<file path="src/rtl/rot_addr_gen.sv">
// rot_addr_gen: tile-rotation burst address generator; ROT_AG_STALL_CNT_EN adds a stall counter
module rot_addr_gen #(
  parameter int TILE_LOG2 = 3,
  parameter int BPP = 3,
  parameter int AW = 32,
  parameter int DW = 16,
  parameter int MAX_DIM = 16383
) (
  input  logic          I_AG_HCLK,
  input  logic          I_AG_RESET,
  input  logic          I_AG_START,
  input  logic [DW-1:0] I_AG_HEIGHT,
  input  logic [DW-1:0] I_AG_WIDTH,
  input  logic [1:0]    I_AG_DEGREES,
  input  logic          I_AG_DIRECTION,
  input  logic [AW-1:0] I_AG_SRC_BASE,
  input  logic [AW-1:0] I_AG_DST_BASE,
  input  logic          I_AG_READY,
  output logic          O_AG_VALID,
  output logic [AW-1:0] O_AG_ADDR,
  output logic          O_AG_WRITE,
  output logic [5:0]    O_AG_COUNT,
  output logic [2:0]    O_AG_SIZE,
  output logic [DW-1:0] O_AG_NEW_H,
  output logic [DW-1:0] O_AG_NEW_W,
  output logic          O_AG_BUSY,
  output logic          O_AG_DONE,
  output logic          O_AG_ERR,
  output logic [31:0]   O_AG_STALL_CNT
);
  localparam int T = 1 << TILE_LOG2;
  localparam logic [AW-1:0] TB = AW'(T * BPP);
  typedef enum logic [1:0] {IDLE, READ, WRITE, DONE} state_t;
  state_t state, state_nx;
  logic [DW-1:0] hp_i, wp_i, wd_i, hd_i, ntx, nty, tx, ty;
  logic [1:0] ang_i, ang;
  logic legal, start_ok, acc, last_row, last_ty, last_tx, gap, err;
  logic [TILE_LOG2-1:0] r;
  logic [AW-1:0] dst0, sstr, dstr, tsrc, tdst, in_step, out_step;
  logic [AW-1:0] rd_col, rd_tile, dst_col, dst_tile, addr, rd_next, dc_next, dt_next;
  logic in_neg, out_neg;
  assign hp_i = (I_AG_HEIGHT + DW'(T - 1)) & ~DW'(T - 1);
  assign wp_i = (I_AG_WIDTH + DW'(T - 1)) & ~DW'(T - 1);
  assign ang_i = I_AG_DIRECTION ? I_AG_DEGREES : 2'd0 - I_AG_DEGREES;
  assign wd_i = ang_i[0] ? hp_i : wp_i;
  assign hd_i = ang_i[0] ? wp_i : hp_i;
  assign legal = I_AG_HEIGHT != '0 && I_AG_WIDTH != '0 &&
                 I_AG_HEIGHT <= DW'(MAX_DIM) && I_AG_WIDTH <= DW'(MAX_DIM);
  assign start_ok = state == IDLE && I_AG_START && legal;
  // first destination tile sits at the far column and/or far row depending on the angle
  assign dst0 = I_AG_DST_BASE
              + ((ang_i[0] ^ ang_i[1]) ? AW'(wd_i - DW'(T)) * AW'(BPP) : '0)
              + (ang_i[1] ? AW'(hd_i - DW'(T)) * AW'(wd_i) * AW'(BPP) : '0);
  assign acc = O_AG_VALID && I_AG_READY;
  assign last_row = &r;
  assign last_ty = ty == nty - DW'(1);
  assign last_tx = tx == ntx - DW'(1);
  assign tsrc = sstr << TILE_LOG2;
  assign tdst = dstr << TILE_LOG2;
  // per-angle destination steps: inner for the next ty, outer for the next tx column
  assign in_step = ang[0] ? TB : tdst;
  assign in_neg = ang[0] ^ ang[1];
  assign out_step = ang[0] ? tdst : TB;
  assign out_neg = ang[1];
  assign rd_next = last_ty ? rd_col + TB : rd_tile + tsrc;
  assign dc_next = dst_col + (out_neg ? AW'(0) - out_step : out_step);
  assign dt_next = last_ty ? dc_next : dst_tile + (in_neg ? AW'(0) - in_step : in_step);
  assign O_AG_VALID = (state == READ || state == WRITE) && !gap;
  assign O_AG_WRITE = state == WRITE;
  assign O_AG_ADDR = addr;
  assign O_AG_BUSY = state != IDLE;
  assign O_AG_DONE = state == DONE;
  assign O_AG_ERR = err;
  assign O_AG_COUNT = 6'(T * BPP / 4);
  assign O_AG_SIZE = 3'h2;
  // state register
  always_ff @(posedge I_AG_HCLK) state <= I_AG_RESET ? IDLE : state_nx;
  // next-state logic
  always_comb begin
    state_nx = state;
    case (state)
      IDLE:    state_nx = start_ok ? READ : IDLE;
      READ:    state_nx = acc && last_row ? WRITE : READ;
      WRITE:   state_nx = acc && last_row ? (last_ty && last_tx ? DONE : READ) : WRITE;
      default: state_nx = IDLE;
    endcase
  end
  // job latch, row/tile counters and incremental address registers
  always_ff @(posedge I_AG_HCLK) begin
    if (I_AG_RESET) begin
      ang <= '0; ntx <= '0; nty <= '0; tx <= '0; ty <= '0; r <= '0;
      O_AG_NEW_H <= '0; O_AG_NEW_W <= '0; sstr <= '0; dstr <= '0;
      rd_col <= '0; rd_tile <= '0; dst_col <= '0; dst_tile <= '0; addr <= '0;
      gap <= 1'b0; err <= 1'b0;
    end else begin
      err <= I_AG_START && state == IDLE && !legal;
      gap <= acc && last_row;
      if (start_ok) begin
        ang <= ang_i;
        ntx <= wp_i >> TILE_LOG2;
        nty <= hp_i >> TILE_LOG2;
        O_AG_NEW_H <= hd_i;
        O_AG_NEW_W <= wd_i;
        sstr <= AW'(wp_i) * AW'(BPP);
        dstr <= AW'(wd_i) * AW'(BPP);
        rd_col <= I_AG_SRC_BASE;
        rd_tile <= I_AG_SRC_BASE;
        addr <= I_AG_SRC_BASE;
        dst_col <= dst0;
        dst_tile <= dst0;
        tx <= '0; ty <= '0; r <= '0;
      end else if (acc) begin
        r <= r + TILE_LOG2'(1);
        if (state == READ) addr <= last_row ? dst_tile : addr + sstr;
        else if (!last_row) addr <= addr + dstr;
        else begin
          addr <= rd_next;
          rd_tile <= rd_next;
          dst_tile <= dt_next;
          ty <= last_ty ? '0 : ty + DW'(1);
          if (last_ty) begin
            tx <= tx + DW'(1);
            rd_col <= rd_next;
            dst_col <= dc_next;
          end
        end
      end
    end
  end
`ifdef ROT_AG_STALL_CNT_EN
  logic [31:0] stall;
  // saturating count of stalled request cycles, cleared per job
  always_ff @(posedge I_AG_HCLK) begin
    if (I_AG_RESET || start_ok) stall <= '0;
    else if (O_AG_VALID && !I_AG_READY && !(&stall)) stall <= stall + 32'd1;
  end
  assign O_AG_STALL_CNT = stall;
`else
  assign O_AG_STALL_CNT = '0;
`endif
endmodule

</file>
<file path="config.mk">
export PLATFORM = sky130hd
export DESIGN_NAME = rot_addr_gen
export DESIGN_NICKNAME = d
export VERILOG_FILES = /design/src/rtl/rot_addr_gen.sv
export SDC_FILE = /design/constraint.sdc
export NUM_CORES = 2
export LEC_CHECK = 0
export CAP_MARGIN = 20
export CORE_UTILIZATION = 25
export CTS_CLUSTER_DIAMETER = 60
export DETAILED_ROUTE_END_ITERATION = 6
export HOLD_SLACK_MARGIN = 0.15
export PLACE_DENSITY = 0.43
export SLEW_MARGIN = 20
export SYNTH_ARGS = -nofsm -noshare
export SYNTH_HDL_FRONTEND = slang
export SYNTH_SLANG_ARGS = --single-unit
</file>
<file path="constraint.sdc">
create_clock -name I_AG_HCLK -period 18.5 [get_ports I_AG_HCLK]
set_input_delay 2.775 -clock I_AG_HCLK [delete_from_list [all_inputs] [get_ports I_AG_HCLK]]
set_output_delay 2.775 -clock I_AG_HCLK [all_outputs]
set_load 0.1 [all_outputs]
</file>
# Word level (Yosys, flattened, before mapping)
# Cells that the tools add are included.
dict set report classes {
  bitwise_logic 3
  n_addsub 20
  n_mux 40
  n_mul 5
  order_cmp 2
  eq_ne 6
  n_reduce_logical 26
}
# op n
set op_table {}
lappend op_table {{32-bit 2-to-1 mux} 29}
lappend op_table {{32-bit adder} 4}
lappend op_table {{32-bit by 18-bit adder with 32-bit output} 2}
lappend op_table {{16-bit 2-to-1 mux} 3}
lappend op_table {{1-bit by 21-bit subtractor with 22-bit output (first input constant)} 2}
lappend op_table {{21-bit 2-to-1 mux} 2}
lappend op_table {{16-bit by 4-bit subtractor with 17-bit output (second input constant)} 2}
lappend op_table {{16-bit by 1-bit adder with 16-bit output (second input constant)} 2}
lappend op_table {{16-bit by 3-bit adder with 16-bit output (second input constant)} 2}
lappend op_table {{32-bit by 21-bit adder with 32-bit output} 1}
lappend op_table {{32-bit by 5-bit adder with 32-bit output (second input constant)} 1}
lappend op_table {{16-bit equality test} 2}
lappend op_table {{16-bit by 14-bit <= comparator with 1-bit output (second input constant)} 2}
lappend op_table {{17-bit by 17-bit multiplier with 32-bit output} 1}
lappend op_table {{32-bit by 2-bit multiplier with 32-bit output (second input constant)} 1}
lappend op_table {{16-bit nonzero test} 2}
lappend op_table {{13-bit by 1-bit subtractor with 14-bit output (second input constant)} 2}
lappend op_table {{17-bit by 3-bit multiplier with 20-bit output (second input constant)} 1}
lappend op_table {{16-bit by 2-bit multiplier with 18-bit output (second input constant)} 1}
lappend op_table {{13-bit by 2-bit multiplier with 15-bit output (second input constant)} 1}
lappend op_table {{1-bit logical AND} 10}
lappend op_table {{2-bit 2-to-1 mux} 4}
lappend op_table {{2-bit nonzero test} 4}
lappend op_table {{2-bit one-hot mux with 3 select lines} 1}
lappend op_table {{other kinds (16)} 20}
dict set report word_totals {
  inputBits 103
  regBits 292
  elab_cells 120
  out_inout_bits 110
}

# Depth between registers and ports, before layout
dict set report depth {
  ltp_word 9
  mapped_depth 52
  depth_no_buf 49
}

# Least setup slack after synthesis
# No wires, ideal clock.
dict set report synth_timing {
  path_type {input to register}
  from {input port I_AG_DEGREES[0]}
  to {register dst_col[31]}
  cell_stages 50
  arrival_ns 14.507
  required_time_ns 18.414
  path_slack_ns 3.907
  setup_ns 0.086
  path_buffers 4
  cell_sequence {buf_2 -> inv_1 -> buf_1 -> clkbuf_1 -> mux2_2 -> inv_1 -> ha_1 -> or3b_2 -> clkbuf_1 -> nor3_1 -> xnor2_1 -> nor2_1 -> fa_1 -> inv_1 -> fa_1 -> inv_1 -> fa_1 -> inv_1 -> [14 not listed] -> ha_1 -> o21a_1 -> o21a_1 -> o21ai_0 -> a21oi_1 -> a2111oi_0 -> o21ai_0 -> a21oi_1 -> fa_1 -> ha_1 -> nand2_1 -> o21ai_0 -> a211oi_1 -> o21ai_0 -> a21oi_1 -> xnor2_1 -> xnor2_1 -> a221oi_2}
}
dict set report synth_via {
  elab_chain_len 9
  word_cells_on_any_way 15
  cone_classes {add/sub: 5; mul: 3; mux: 6; bitwise: 1}
}
# element line
set synth_rtl {}
lappend synth_rtl {{from (decl)} 14} ;# input logic [1:0] I_AG_DEGREES,
lappend synth_rtl {{1-bit by 2-bit subtractor with 2-bit output} 44} ;# assign ang_i = I_AG_DIRECTION ? I_AG_DEGREES : 2'd0 - I_AG_DEGREES;
lappend synth_rtl {{2-bit 2-to-1 mux (*)} 44}
lappend synth_rtl {{16-bit 2-to-1 mux, on equally long branches} {46, 45}}
lappend synth_rtl {{16-bit by 4-bit subtractor with 17-bit output, on equally long branches} {53, 52}}
lappend synth_rtl {{17-bit by 17-bit multiplier with 32-bit output or 17-bit by 3-bit multiplier with 20-bit output (tied branches)} {53, 52}}
lappend synth_rtl {{32-bit by 2-bit multiplier with 32-bit output or 32-bit 2-to-1 mux (tied branches)} {53, 52}}
lappend synth_rtl {{32-bit 2-to-1 mux or 32-bit adder (tied branches)} {53, 52}}
lappend synth_rtl {{32-bit adder (*)} 53} ;# + (ang_i[1] ? AW'(hd_i - DW'(T)) * AW'(wd_i) * AW'(BPP) : '0);
lappend synth_rtl {{32-bit 2-to-1 mux (*)} 98} ;# if (start_ok) begin
lappend synth_rtl {{to (signal assigned)} 109} ;# dst_col <= dst0;
lappend synth_rtl {{to (signal assigned)} 124} ;# dst_col <= dc_next;
lappend synth_rtl {{to (decl)} 40} ;# logic [AW-1:0] rd_col, rd_tile, dst_col, dst_tile, addr, rd_next, dc_next, dt_next;
# Every way passes the cells marked *; elsewhere a longest branch is shown, timed or not.
# A chain may end at the register's enable or synchronous reset.

# Worst setup path after layout
dict set report layout_timing {
  from {input port I_AG_WIDTH[3]}
  to {register dst_col[31]}
}
dict set report layout_via {
  elab_chain_len 8
  word_cells_on_any_way 24
  cone_classes {add/sub: 5; mul: 3; order compare: 1; eq/ne: 1; mux: 5; reduce/logical: 9}
}
# element line
set layout_rtl {}
lappend layout_rtl {{from (decl)} 13} ;# input logic [DW-1:0] I_AG_WIDTH,
lappend layout_rtl {{16-bit by 3-bit adder with 16-bit output (*)} 43} ;# assign wp_i = (I_AG_WIDTH + DW'(T - 1)) & ~DW'(T - 1);
lappend layout_rtl {{net wp_i[3]} 35} ;# logic [DW-1:0] hp_i, wp_i, wd_i, hd_i, ntx, nty, tx, ty;
lappend layout_rtl {{16-bit 2-to-1 mux, on equally long branches} {46, 45}}
lappend layout_rtl {{16-bit by 4-bit subtractor with 17-bit output, on equally long branches} {53, 52}}
lappend layout_rtl {{17-bit by 17-bit multiplier with 32-bit output or 17-bit by 3-bit multiplier with 20-bit output (tied branches)} {53, 52}}
lappend layout_rtl {{32-bit by 2-bit multiplier with 32-bit output or 32-bit 2-to-1 mux (tied branches)} {53, 52}}
lappend layout_rtl {{32-bit 2-to-1 mux or 32-bit adder (tied branches)} {53, 52}}
lappend layout_rtl {{32-bit adder (*)} 53}
lappend layout_rtl {{32-bit 2-to-1 mux (*)} 98}
# Mark *: on every way through the listed nets, which the timed path passes. The rest lies on a longest branch.

==> summary.txt <==
Clock tree
  • Clk Latency, worst-skew pair: 0.58 ns
  • Clock Tree Buf Depth: 3
  • CTS hold repair buffers: 0
  • H-Tree Depth: 2
  • Cts bufs inserted: 42
  • Post-CTS setup buffer count: 0
  • Clk sink count: 281
  • Root Buffer: clkbuf_16
  • Post-CTS Resized: 0
  • Clock transition at the registers of the reported paths: 0.06 ns
  • CTS tree: yes

Placed design
  • Gpl congestion: 0.870
  • Placed wire-length estimate: 95500 um
  • IO buf count: 165
  • Dpl cells: 6166

Floorplan
  • Die Width: 369 um
  • DIE AREA: 0.137 sq mm
  • Initial core utilization: 25.2%
  • Std cell rows: 134
  • IO Pins: 213
  • Core area: 0.134 sq mm
  • Die Span Y: 369 um

Drt
  • Remaining DRCs: 26
  • First DRT Iteration DRCs: 1983
  • DR pass1 iterations: 7
  • Vias: 30732
  • Via density: 4.92
  • DRT antenna net count: 0
  • WL final: 122000 um
  • Per-cell routed wire length: 19.6 um

Timing
  • Setup Skew: 0.0319 ns
  • Worst slew pin tran: 1.15 ns
  • Slew headroom: 22.6%
  • RSZ-0062 raised after global routing: false
  • Minimum clock period: 15.81 ns
  • Final setup fails: 0
  • Fmax: 63.3 MHz
  • Endpoints failing hold: 0
  • Period utilization: 85.5%
  • Total negative slack: 0 ns
  • Slew Viols, Final: 0

Logic synthesis
  • Largest family of logic cells by synthesized area: adder cells
  • Synth Area in Compound Gates: 20.3%
  • Sequential area share after synthesis: 16.7%
  • Mux cell area share after synthesis: 1.89%
  • Post-synth ARST share: 0%
  • Mapped Avg Cell Area: 7.70 sq um
  • Synth Area in XOR/XNOR: 9.42%
  • Simple-Gate Fraction of Synth Area: 19.6%
  • Synth Cell Area: 0.0338 sq mm
  • Gate count of the mapped netlist: 4387
  • Cell variety after synth: 96
  • Post-Synth Adder-Cell Area: 24.5%
  • Yosys warnings: 0
  • Flop and latch count out of synthesis: 281
  • Synth Flop Type: dfxtp_1
  • EDFF count, synth: 0

Run
  • Max_cap viols: 0

Global routing
  • Pin count of the biggest net entering global routing: 96
  • Number of antenna violations at the first check in global routing: 4
  • Tot GR Track Use: 17.7%
  • Vias in the first global route: 30586
  • Gr ovfl total: 0
  • Global-route wire length before repair: 188000 um

Worst setup path
  • CP Buf/Inv Count: 8
  • Setup CP Type: in -> reg
  • Critical path's top delay family: adder cells
  • Data required, critical path: 18.99 ns
  • Max incr delay on CP: 0.75 ns
  • Crit Path Max Fanout: 13
  • Data arrival, critical path: 16.30 ns
  • Critical path endpoint category: flip-flop
  • Setup crit start kind: input pin
  • Crit-path slowest cell: a2111oi_1

Finish
  • NumNets Final: 5084
  • Fillers: 14647
  • Fin cells: 6243
  • Layout cells sized above 1: 4.65%
  • Area delta synth->final: 14.0%

Hold path
  • Hold crit path type: reg -> reg

Outcome
  • Failing checks: DRC
  • Status: finished with violations
-- synthesized netlist by cell type (25+ instances only) --
cell type    n  area [sq um]
or3_1       38           238
dfxtp_1    281          5630
buf_4       49           368
a21oi_1    364          1820
fa_1       205          4100
nand4_1     36           225
nor4_1      27           169
nor3_1     109           546
a21o_1      75           563
buf_1       25          93.8
xnor2_1    232          2030
a31oi_1     39           244
inv_1      370          1390
mux2i_1     35           350
o21a_1      51           383
o21ai_0    184           921
a211oi_1   103           773
nand2_1    435          1630
and3_1      39           244
nand3_1    107           536
nor2_1     517          1940
nor2b_1     35           219
o211ai_1    42           315
o21bai_1    36           270
clkbuf_1   155           582
xor2_1     125          1090
nand2b_1    30           188
ha_1       334          4180
-- layout make-up --
cell class	count	area [sq um]	area share [%]
antenna	1	2.50	0.00650
clock buffer	58	1190	3.10
clock inverter	18	156	0.407
inverter	372	1400	3.63
multi-input combinational	3533	25900	67.3
sequential	281	5630	14.6
tap	1768	2210	5.75
timing repair buffer	212	2000	5.20
-- flip-flops by register name, indices dropped and copies added (netlist names) --
signal,flops
O_AG_NEW_H,13
dst_col,32
ty,16
ang,2
tx,16
nty,13
O_AG_NEW_W,12
O_AG_ERR,1
r,3
rd_tile,32
ntx,12
dst_tile,32
O_AG_ADDR,32
sstr,15
dstr,15
rd_col,32
gap,1
state,2
-- worst register-to-register path: cells and delay by family (launching register included) --
| family | cells | cell delay [ns] |
|---|---|---|
| AND/OR/NAND/NOR | 2 | 0.91 |
| adder cells (fa/ha/maj) | 2 | 0.75 |
| multiplexers | 1 | 0.34 |
| AO/OA/AOI/OAI | 10 | 2.65 |
| flip-flops | 1 | 0.30 |
| buffers and inverters | 3 | 0.89 |
-- placed cells by master, fill, tap and decap left out, drive strengths merged, types with 42 or more instances in the layout --
cell	count
nor2	518
nand2	435
inv	378
a21oi	364
ha	334
dfxtp	281
xnor2	233
fa	205
o21ai	195
clkdlybuf4s50	163
xor2	126
nor3	109
nand3	108
a211oi	104
a21o	75
clkbuf	58
o21a	51
buf	49
conb	47
o211ai	42
-- through the flow --
stage          utilization [%]  hold slack [ns]  cell area (sq um)  setup WS (ns)
2_1_floorplan                -            0.437              33900           3.91
3_3_place_gp              27.7            0.443              37100           2.03
3_5_place_dp              27.7            0.448              37100           1.87
4_1_cts                   28.8            0.455              38500           2.45
5_1_grt                   28.8            0.477              38500           1.48
6_report                  28.8            0.453              38500           2.69
-- routing by layer --
layer  global-route usage (%)  routed length, um
met4                     3.68               2330
met2                     29.9              57200
met5                        0                  0
met1                     24.3              57900
met3                     1.68               4750
-- kinds of logic (layout without fill, tap and decap cells) --
family / Yosys count / after routing
adders and majority gates: 539 / 539
DFF: 281 / 281
muxes: 53 / 53
other: 2 / 48
xor gates and xnor gates: 360 / 360
AOI/OAI and AO/OA: 1074 / 1074
and+or+nand+nor: 1460 / 1460
buffers and inverters: 618 / 660
-- final timing paths --
| kind | start | endpoint | slack (ns) | depth (start not counted) |
|---|---|---|---|---|
| worst max-delay path | I_AG_WIDTH[3] | dst_col[31]$_SDFFE_PP0P_ | 2.69 | 48 |
| worst min-delay path | O_AG_NEW_H[12]$_SDFFE_PP0P_ | O_AG_NEW_H[12]$_SDFFE_PP0P_ | 0.45 | 2 |
| worst max register to register | ang[1]$_SDFFE_PP0P_ | dst_tile[31]$_SDFFE_PP0P_ | 12.49 | 18 |
| worst min register to register | O_AG_NEW_H[12]$_SDFFE_PP0P_ | O_AG_NEW_H[12]$_SDFFE_PP0P_ | 0.45 | 2 |
Power is not shown: default switching activity piles up to over one toggle a cycle in this logic, so the estimate is an artifact.
